[config.mk]
export PLATFORM = sky130hd
export DESIGN_NAME = mux_32_reg
export DESIGN_NICKNAME = d
export VERILOG_FILES = /design/src/rtl/mux_32_reg.sv
export SDC_FILE = /design/constraint.sdc
export NUM_CORES = 1
export LEC_CHECK = 0
export ABC_AREA = 1
export ABC_CLOCK_PERIOD_IN_PS = 1700
export CELL_PAD_IN_SITES_DETAIL_PLACEMENT = 0
export CELL_PAD_IN_SITES_GLOBAL_PLACEMENT = 1
export CORE_MARGIN = 2
export CORE_UTILIZATION = 23
export DETAILED_ROUTE_END_ITERATION = 8
export PLACE_DENSITY = 0.95
export SLEW_MARGIN = 20
export SYNTH_ARGS = -nofsm -noshare
export SYNTH_HDL_FRONTEND = slang
export SYNTH_SLANG_ARGS = --single-unit
[constraint.sdc]
create_clock -name clk -period 1.7 [get_ports clk]
set_input_delay 0.425 -clock clk [delete_from_list [all_inputs] [get_ports clk]]
set_output_delay 0.425 -clock clk [all_outputs]
set_load 0.005 [all_outputs]
[src/rtl/mux_32_reg.sv]
// Registered 2:1 word selector feeding the adder operand input.
// One-cycle latency from in1/in2/sel to out, with a valid flag raised after reset.
module mux_32_reg #(
  parameter int unsigned    WIDTH     = 32,
  parameter logic [WIDTH-1:0] RST_VALUE = '0
) (
  input  logic             clk,
  input  logic             rst,
  input  logic             sel,
  input  logic [WIDTH-1:0] in1,
  input  logic [WIDTH-1:0] in2,
  output logic [WIDTH-1:0] out,
  output logic             out_valid
);

  // if/else rather than ?: so an unknown sel falls through to in1
  always_ff @(posedge clk) begin
    if (rst) begin
      out       <= RST_VALUE;
      out_valid <= 1'b0;
    end else begin
      if (sel == 1'b1) begin
        out <= in2;
      end else begin
        out <= in1;
      end
      out_valid <= 1'b1;
    end
  end

endmodule

==> results.tsv <==
metric	value	unit
status	finished clean	
synth_area	0.00136	mm^2
cpLargestDelayFamily	buffers and inverters	
whs_endpoint	out[10]	
gr-total-overflow	0	
antenna_found_initial	0	
ys_ff_latch	33	
dp_slack	0.149	ns
numCtsBuffers	5	
initial_core_util	24.2	%
p_leak	1.19	nW
placed_cells	366	
drt.antenna.violating_nets	0	
dr_wl_met2	1570	um
crit_buf_inv	1	
slowest_stage	clkdlybuf4s50_1	
row_count	27	
diodes	0	
end_kind	primary output	
worst_pin_slew	0.515	ns
critPathArrivalTime	1.09	ns
final.setup.tns	0	ns
syn2layout_area_growth	80.1	%
final_common_cell	clkdlybuf4s50_1	
highest_layer	met4	
h-tree-depth	2	
finalSetupViolCount	0	
slew_violations	0	
die_x	80.9	um
path_class	reg2out	
firstDrtPassIters	4	
hpwl	2480	um
cap_violations	0	
root_buffer	clkbuf_8	
syn-num-nets	271	
crit_path_cell_trace	clkdlybuf4s50_1	
routed_wl	3330	um
wl_met1	1350	um
finalWorstSetupSlack	0.181	ns
stdcell_count	373	
period_needed	1.52	ns
cts_tree	yes	
cp_max_fo	1	
core-area	0.00561	mm^2
fmax	658	MHz
routedWlPerCell	8.91	um
pin_count	100	
rsz0062_at_grt	no	
whs_path_depth	4	
clk_path_buf_depth	2	
drc	0	
synth.avg_cell_area	6.66	um^2
nets	368	
grt_max_degree	65	
start_kind	register	
drive_above_1_share	2.99	%
seq_area_frac_synth	48.6	%
io_buffers	99	
slew_headroom	65.6	%
cts_sinks	33	
synthCells	204	
worstPathRequired	1.27	ns
grt_pass1_vias	1176	
fin_crit_sh	89.3	%
gp_congestion	0.687	
wl_met3	369	um
cts_setup_buffers	0	
ctsHoldBuffers	0	
die_h	80.9	um
worstHoldStart	sel	
drt_iter0_drc	57	
final_cell_mix	clkdlybuf4s50_1 (98), nor2_1 (64), nand2_1 (64), dfxtp_1 (33), inv_1 (32)	
vdd_ir_drop_max	0.244	mV
grt_use_total	10.1	%
vias	1370	
post_cts_resized	0	
synth_cell_types	7	
power_density	737	mW/mm^2
yosys_warnings	0	
via_per_inst	3.67	
clkSlewWorstSetupHoldPaths	0.06	ns
max_stage_delay	0.50	ns
grt_pass1_wl	5040	um
finalHoldViolations	0	
hold_class	in2reg	
dieArea	0.00654	mm^2
fin_util	43.6	%
-- metal layers --
| layer | vias up | track usage (%) |
|---|---|---|
| li1 | 763 | - |
| met1 | 545 | 10.7 |
| met2 | 60 | 17.1 |
| met3 | 2 | 4.78 |
| met4 | 0 | 4.58 |
| met5 | - | 0 |
-- registers in the layout, summed over array words and instances, names as in the netlist --
register	cells
out	32
out_valid	1
-- cell type report --
type | count | area (um^2)
Timing Repair Buffer | 100 | 1010
Inverter | 33 | 124
Clock buffer | 7 | 86.3
Fill cell | 588 | 3160
Tap cell | 72 | 90.1
Sequential cell | 33 | 661
Multi-Input combinational cell | 128 | 480
-- Yosys cell counts (all sizes together) --
library cell	instances	area, um^2
inv	33	124
buf	10	93.8
dfxtp	33	661
nand2	64	240
nor2	64	240
-- per-stage QoR --
stage | hold slack [ns] | cell area, um^2 | power [W]
after CTS | 0.660 | 2450 | 0.00185
after floorplan | 0.554 | 1360 | 0.000992
after detailed placement | 0.961 | 2360 | 0.00125
after global routing | 0.666 | 2450 | 0.00192
after global placement | 0.948 | 2360 | 0.00125
final | 0.654 | 2450 | 0.00180
-- logic make-up after synthesis --
family                 after synthesis  share of synthesized area [%]
and+or+nand+nor                    128                           35.4
buffers and inverters               43                           16.0
DFF                                 33                           48.6
-- power by group --
group | internal [W] | leakage, nW | switching, W
Combinational | 0.000261 | 0.873 | 0.000127
Sequential | 0.000828 | 0.276 | 0.0000131
Clock | 0.000321 | 0.0443 | 0.000255
Total | 0.00141 | 1.19 | 0.000394
-- how the worst max path moves through the flow --
stage,start,end,slack [ns],cells after the start
after global placement,rst,out[22],0.17,4
final,out[1],out[1],0.18,1
after detailed placement,rst,out[18],0.15,4
after global routing,out[30],out[30],0.12,1
after floorplan,sel,out[0],0.78,4
after CTS,out[28],out[28],0.16,1
(Power assumes the default switching activity.)
